File: src/rtl/pcm_sink_pkg.sv
// +--------------------------------------------------------------------------+
// | pcm_sink_pkg                                                             |
// | Shared widths, constants and types for the PCM stream PWM sink.          |
// | Revision: 1.0                                                            |
// +--------------------------------------------------------------------------+
`default_nettype none

package pcm_sink_pkg;

  localparam int PCM_W = 8;
  localparam int PWM_PERIOD = 256;
  localparam logic [PCM_W-1:0] PCM_MIDSCALE = 8'h80;

  typedef logic [PCM_W-1:0] pcm_t;

endpackage : pcm_sink_pkg

`default_nettype wire

File: src/rtl/pcm_sink_fifo.sv
// +--------------------------------------------------------------------------+
// | pcm_sink_fifo                                                            |
// | Power-of-two sample FIFO; head is visible on 'head' while not empty.     |
// | Revision: 1.0                                                            |
// +--------------------------------------------------------------------------+
`default_nettype none

module pcm_sink_fifo
  import pcm_sink_pkg::*;
#(
  parameter int DEPTH = 4
) (
  input  logic                     clk,
  input  logic                     reset,
  input  logic                     push,
  input  pcm_t                     push_data,
  input  logic                     pop,
  output pcm_t                     head,
  output logic                     full,
  output logic                     empty,
  output logic [$clog2(DEPTH):0]   level
);

  localparam int AW = $clog2(DEPTH);
  localparam logic [AW:0] C_DEPTH = (AW+1)'(DEPTH);

  pcm_t          r_mem [DEPTH];
  logic [AW-1:0] r_wr_ptr;
  logic [AW-1:0] r_rd_ptr;
  logic [AW:0]   r_level;

  logic w_push;
  logic w_pop;

  assign full  = (r_level == C_DEPTH);
  assign empty = (r_level == '0);
  assign level = r_level;
  assign head  = r_mem[r_rd_ptr];

  assign w_push = push && !full;
  assign w_pop  = pop && !empty;

  always_ff @(posedge clk) begin
    if (w_push) begin
      r_mem[r_wr_ptr] <= push_data;
    end
  end

  // Pointers wrap naturally because DEPTH is a power of two.
  always_ff @(posedge clk) begin
    if (reset) begin
      r_wr_ptr <= '0;
      r_rd_ptr <= '0;
      r_level  <= '0;
    end else begin
      if (w_push) begin
        r_wr_ptr <= r_wr_ptr + 1'b1;
      end
      if (w_pop) begin
        r_rd_ptr <= r_rd_ptr + 1'b1;
      end
      case ({w_push, w_pop})
        2'b10:   r_level <= r_level + 1'b1;
        2'b01:   r_level <= r_level - 1'b1;
        default: r_level <= r_level;
      endcase
    end
  end

endmodule : pcm_sink_fifo

`default_nettype wire

File: src/rtl/pcm_stream_pwm_sink.sv
// +--------------------------------------------------------------------------+
// | pcm_stream_pwm_sink                                                      |
// | Buffers 8-bit PCM samples and plays each as a 256-cycle PWM duty for     |
// | PERIODS_PER_SAMPLE periods. Optional underrun counter: define            |
// | PCM_SINK_UNDERRUN_CNT_EN.                                                |
// | Revision: 1.0                                                            |
// +--------------------------------------------------------------------------+
`default_nettype none

module pcm_stream_pwm_sink
  import pcm_sink_pkg::*;
#(
  parameter int FIFO_DEPTH         = 4,
  parameter int PERIODS_PER_SAMPLE = 1
) (
  input  logic                          clk,
  input  logic                          reset,
  input  pcm_t                          pcm_in,
  input  logic                          pcm_in_vld,
  output logic                          pcm_in_rdy,
  output logic                          pwm_out,
  output logic                          sample_tick,
  output logic                          underrun,
  output logic [$clog2(FIFO_DEPTH):0]   fifo_level,
  output logic [15:0]                   underrun_count
);

  localparam int CW = $clog2(PWM_PERIOD);
  localparam logic [7:0] C_PERIOD_MAX = 8'(PERIODS_PER_SAMPLE - 1);

  logic [CW-1:0] r_pwm_cnt;
  logic [7:0]    r_period_cnt;
  pcm_t          r_active;

  pcm_t                         w_head;
  logic                         w_full;
  logic                         w_empty;
  logic [$clog2(FIFO_DEPTH):0]  w_level;
  logic                         w_slot_end;
  logic                         w_push;
  logic                         w_pop;

  assign w_slot_end = (r_pwm_cnt == '1) && (r_period_cnt == C_PERIOD_MAX);
  assign w_push     = pcm_in_vld && pcm_in_rdy;
  assign w_pop      = w_slot_end && !w_empty && !reset;

  pcm_sink_fifo #(
    .DEPTH (FIFO_DEPTH)
  ) u_fifo (
    .clk       (clk),
    .reset     (reset),
    .push      (w_push),
    .push_data (pcm_in),
    .pop       (w_pop),
    .head      (w_head),
    .full      (w_full),
    .empty     (w_empty),
    .level     (w_level)
  );

  always_ff @(posedge clk) begin
    if (reset) begin
      r_pwm_cnt    <= '0;
      r_period_cnt <= '0;
      r_active     <= PCM_MIDSCALE;
    end else begin
      r_pwm_cnt <= r_pwm_cnt + 1'b1;
      if (r_pwm_cnt == '1) begin
        r_period_cnt <= w_slot_end ? 8'd0 : r_period_cnt + 8'd1;
      end
      if (w_pop) begin
        r_active <= w_head;
      end
    end
  end

  // Outputs are forced quiet while reset is high, including its first cycle.
  assign pcm_in_rdy  = !reset && !w_full;
  assign pwm_out     = !reset && (r_pwm_cnt < r_active);
  assign sample_tick = !reset && w_slot_end;
  assign underrun    = sample_tick && w_empty;
  assign fifo_level  = reset ? '0 : w_level;

`ifdef PCM_SINK_UNDERRUN_CNT_EN
  logic [15:0] r_underrun_count;

  always_ff @(posedge clk) begin
    if (reset) begin
      r_underrun_count <= '0;
    end else if (underrun && (r_underrun_count != 16'hFFFF)) begin
      r_underrun_count <= r_underrun_count + 16'd1;
    end
  end

  assign underrun_count = r_underrun_count;
`else
  assign underrun_count = 16'h0000;
`endif

endmodule : pcm_stream_pwm_sink

`default_nettype wire

File: config.mk
export PLATFORM = sky130hd
export DESIGN_NAME = pcm_stream_pwm_sink
export DESIGN_NICKNAME = d
export VERILOG_FILES = /design/src/rtl/pcm_sink_pkg.sv /design/src/rtl/pcm_sink_fifo.sv /design/src/rtl/pcm_stream_pwm_sink.sv
export SDC_FILE = /design/constraint.sdc
export NUM_CORES = 1
export LEC_CHECK = 0
export CAP_MARGIN = 20
export CORE_ASPECT_RATIO = 0.6
export CORE_UTILIZATION = 50
export DETAILED_ROUTE_END_ITERATION = 12
export GPL_TIMING_DRIVEN = 0
export PLACE_DENSITY = 0.72
export SLEW_MARGIN = 40
export SYNTH_ARGS = -nofsm -noshare
export SYNTH_HDL_FRONTEND = slang
export SYNTH_SLANG_ARGS = --single-unit
File: constraint.sdc
create_clock -name clk -period 2.9 [get_ports clk]
set_input_delay 0.29 -clock clk [delete_from_list [all_inputs] [get_ports clk]]
set_output_delay 0.29 -clock clk [all_outputs]
set_load 0.02 [all_outputs]
==> impl_metrics.env, run 1 <==
export IMPL_status="finished clean"
export IMPL_yosysMostFrequentCell="edfxtp_1"
export IMPL_grt_max_degree=12
export IMPL_worst_pin_slew_ns=0.542
export IMPL_r2r_setup_slack_ns=0.19
export IMPL_synth_avg_cell_area_um2=11.6
export IMPL_wl_mm=5.44
export IMPL_hold_violations=0
export IMPL_vias_per_cell=5.08
export IMPL_crit_type="primary input to primary output"
export IMPL_arrival_ns=2.45
export IMPL_clockBufferDepth=2
export IMPL_hold_path_end="r_pwm_cnt[0]"
export IMPL_core_area_um2=5650
export IMPL_power_frac_comb_pct=6.5
export IMPL_place_congestion=0.754
export IMPL_synth_largest_area_cell="edfxtp_1"
export IMPL_r2r_start="r_pwm_cnt[0]"
export IMPL_required_ns=2.61
export IMPL_post_route_period_util_pct=94.5
export IMPL_grt_util_all_layers_pct=19.9
export IMPL_clock_skew_ns=0.00484
export IMPL_hold_ws_ns=0.436
export IMPL_ios=34
export IMPL_fp_dieW_um=102
export IMPL_numCtsBuffers=9
export IMPL_power_frac_clock_pct=47.3
export IMPL_ant_nets=0
export IMPL_fmax_ghz=0.365
export IMPL_use_met1_pct=27.8
export IMPL_rsz0062_at_grt="false"
export IMPL_drtIter0Drc=127
export IMPL_critPathLaunchType="primary input"
export IMPL_slew_headroom_pct=63.9
export IMPL_path_cells="clkdlybuf4s50_1, clkbuf_1, clkbuf_1, a21oi_1, clkdlybuf4s50_1"
export IMPL_areaGrowthSynthToFinish_pct=20.5
export IMPL_grt_pass1_wl_mm=8.87
export IMPL_antenna_found_initial=0
export IMPL_vdd_ir_drop_max_v=0.000303
export IMPL_grt_overflow=0
export IMPL_die_area_um2=6280
export IMPL_hold_depth=1
export IMPL_stdcell_area_um2=3590
export IMPL_seqPwrFrac_pct=46.2
export IMPL_htree_levels=3
export IMPL_path_buf_inv=4
export IMPL_diodes=0
export IMPL_ys_seq_elements=63
export IMPL_grt_busiest_layer="met2"
export IMPL_clock_latency_ns=0.34
export IMPL_cpMaxStageDelayCell="clkdlybuf4s50_1"
export IMPL_synthTopCellsByCount="edfxtp_1, dfxtp_1, nor2_1"
export IMPL_seq_area_frac_synth_pct=53.1
export IMPL_slowest_delay_ns=0.59
export IMPL_r2r_end="u_fifo.level[2]"
export IMPL_synth_area_leaders="edfxtp_1, dfxtp_1, ha_1"
export IMPL_start_util_pct=52.7
export IMPL_synth_cell_types=42
export IMPL_ff2ff_path_depth=12
export IMPL_fp_row_count=21
export IMPL_async_reset_ff_share_pct=0
export IMPL_vias=1959
export IMPL_p_leak_nw=1.35
export IMPL_final_core_util_pct=63.5
export IMPL_p_int_mw=1.67
export IMPL_tns_ns=0
export IMPL_period_needed_ns=2.74
export IMPL_path_delay_family="buffers and inverters"
export IMPL_synth_ff_type="edfxtp_1"
export IMPL_die_h_um=61.8
export IMPL_drc=0
export IMPL_setup_viol=0
export IMPL_grt_pass1_vias=1842
export IMPL_p_per_area_nw_per_um2=583
export IMPL_post_dp_cell_area_um2=3310
export IMPL_worstHoldStart="r_pwm_cnt[0]"
export IMPL_end_kind="primary output"
export IMPL_hpwl_mm=3.90
export IMPL_yosysWarnings=0
export IMPL_nets=328
export IMPL_path_max_fanout=10
export IMPL_gr_usage_met3_pct=6.38
export IMPL_synth_edf_count=32
export IMPL_yosysTopAreaCellShare_pct=32.3
export IMPL_finalMaxSlewViolations=0
export IMPL_synth_area_um2=2980
export IMPL_drive_gt1_share_pct=19.0
export IMPL_syn_instance_count=257
export IMPL_firstDrtPassIters=4
export IMPL_clk_pin_slew_worst_paths_ns=0.06
export IMPL_avgRoutedWirePerCell_um=14.1
export IMPL_io_buffers=17
export IMPL_grt_use_met2_pct=28.6
export IMPL_cts_root_buf="clkbuf_8"
export IMPL_min_path_type="register to register"
export IMPL_cts_num_sinks=63
export IMPL_crit_cells=5
export IMPL_p_sw_share_pct=20.1
export IMPL_hold_buffers=0
export IMPL_cts_tree="yes"
export IMPL_switchingPower_mw=0.421
export IMPL_cap_violations=0
==> cell type report <==
| cell class | count | area (um^2) |
|---|---|---|
| fillers | 467 | 2060 |
| clock buffers | 10 | 128 |
| flip-flops and latches | 63 | 1590 |
| well taps | 80 | 100 |
| inverters | 17 | 63.8 |
| repair buffers | 18 | 180 |
| clock inverters | 6 | 133 |
| plain buffers | 25 | 171 |
| multi-input cells | 167 | 1230 |
==> power by group through the flow <==
| stage | clock network [mW] | logic (mW) | registers, mW |
|---|---|---|---|
| 2_1_floorplan | 0 | 0.0944 | 0.983 |
| 5_1_grt | 1.04 | 0.153 | 0.968 |
| 3_5_place_dp | 0 | 0.136 | 0.986 |
| 4_1_cts | 1.01 | 0.137 | 0.966 |
| 6_report | 0.990 | 0.137 | 0.967 |
| 3_3_place_gp | 0 | 0.133 | 0.985 |
==> sequential cells by signal, indices dropped and copies added (netlist names) <==
| signal | flops |
|---|---|
| u_fifo.level | 3 |
| r_active | 8 |
| u_fifo.r_mem | 32 |
| u_fifo.r_wr_ptr | 2 |
| r_period_cnt | 8 |
| r_pwm_cnt | 8 |
| u_fifo.r_rd_ptr | 2 |
==> kinds of logic (layout without fill, tap and decap cells) <==
family          count (synthesis)  count (layout)  share of synthesized area, %
simple gates                   77              77                          14.5
flops                          63              63                          53.1
buf+inv                        42              76                          7.90
compound gates                 34              34                          6.68
fa+ha+maj                      16              16                          6.97
xor+xnor                       16              16                          4.70
mux                             8               8                          6.05
other cells                     1              16                         0.126
==> layer usage <==
metal	up-vias	part of all wire (%)
met5	-	0
met4	0	0.94
met3	6	6.2
met2	53	41
met1	930	52
li1	970	-
==> layout by cell type (no fill, tap or decap), types with 2 or more instances in the layout <==
cell type	netlist	routed
a21oi_1	17	17
and2_1	5	5
and3_1	6	6
buf_2	2	2
buf_4	18	19
bufinv_16	0	4
clkbuf_1	4	5
clkbuf_8	0	9
clkdlybuf4s50_1	0	16
conb_1	1	16
dfxtp_1	31	27
dfxtp_2	0	4
edfxtp_1	32	32
ha_1	15	13
ha_2	0	2
inv_1	17	17
mux4_2	8	8
nand2_1	7	7
nand3_1	13	13
nand4_1	4	4
nor2_1	23	23
nor2b_1	4	4
o21ai_0	10	10
o31ai_1	2	2
or3_1	2	2
xnor2_1	8	8
xor2_1	8	8
==> worst max path at each step <==
| stage | from | to | slack [ns] |
|---|---|---|---|
| after detailed placement | reset | u_fifo.level[2] | 0.1 |
| after CTS | r_pwm_cnt[0] | u_fifo.level[2] | 0.08 |
| after global placement | reset | u_fifo.level[2] | 0.15 |
| after global routing | r_period_cnt[0] | u_fifo.level[2] | 0.03 |
| final | reset | pcm_in_rdy | 0.16 |
| after floorplan | r_pwm_cnt[0] | u_fifo.level[2] | 0.37 |
==> through the flow <==
stage	worst slack, ns	power [mW]	cells
after floorplan	0.371	1.08	272
after global placement	0.151	1.12	369
after detailed placement	0.0962	1.12	369
after CTS	0.0817	2.11	385
after global routing	0.0337	2.16	386
final	0.161	2.09	386
==> timing repair <==
item | CTS | global route
endpoints found under the setup margin | 0 | 2
gates resized for setup | 0 | 8
buffers inserted | 0 | 1
Power figures use the tool's default switching activity.
==> inputs of run 2 (changes only) <==
- TNS_END_PERCENT: unset -> 30
==> results of run 2 <==
Same layout as run 1: the final DEF is identical, and so are final timing and power.
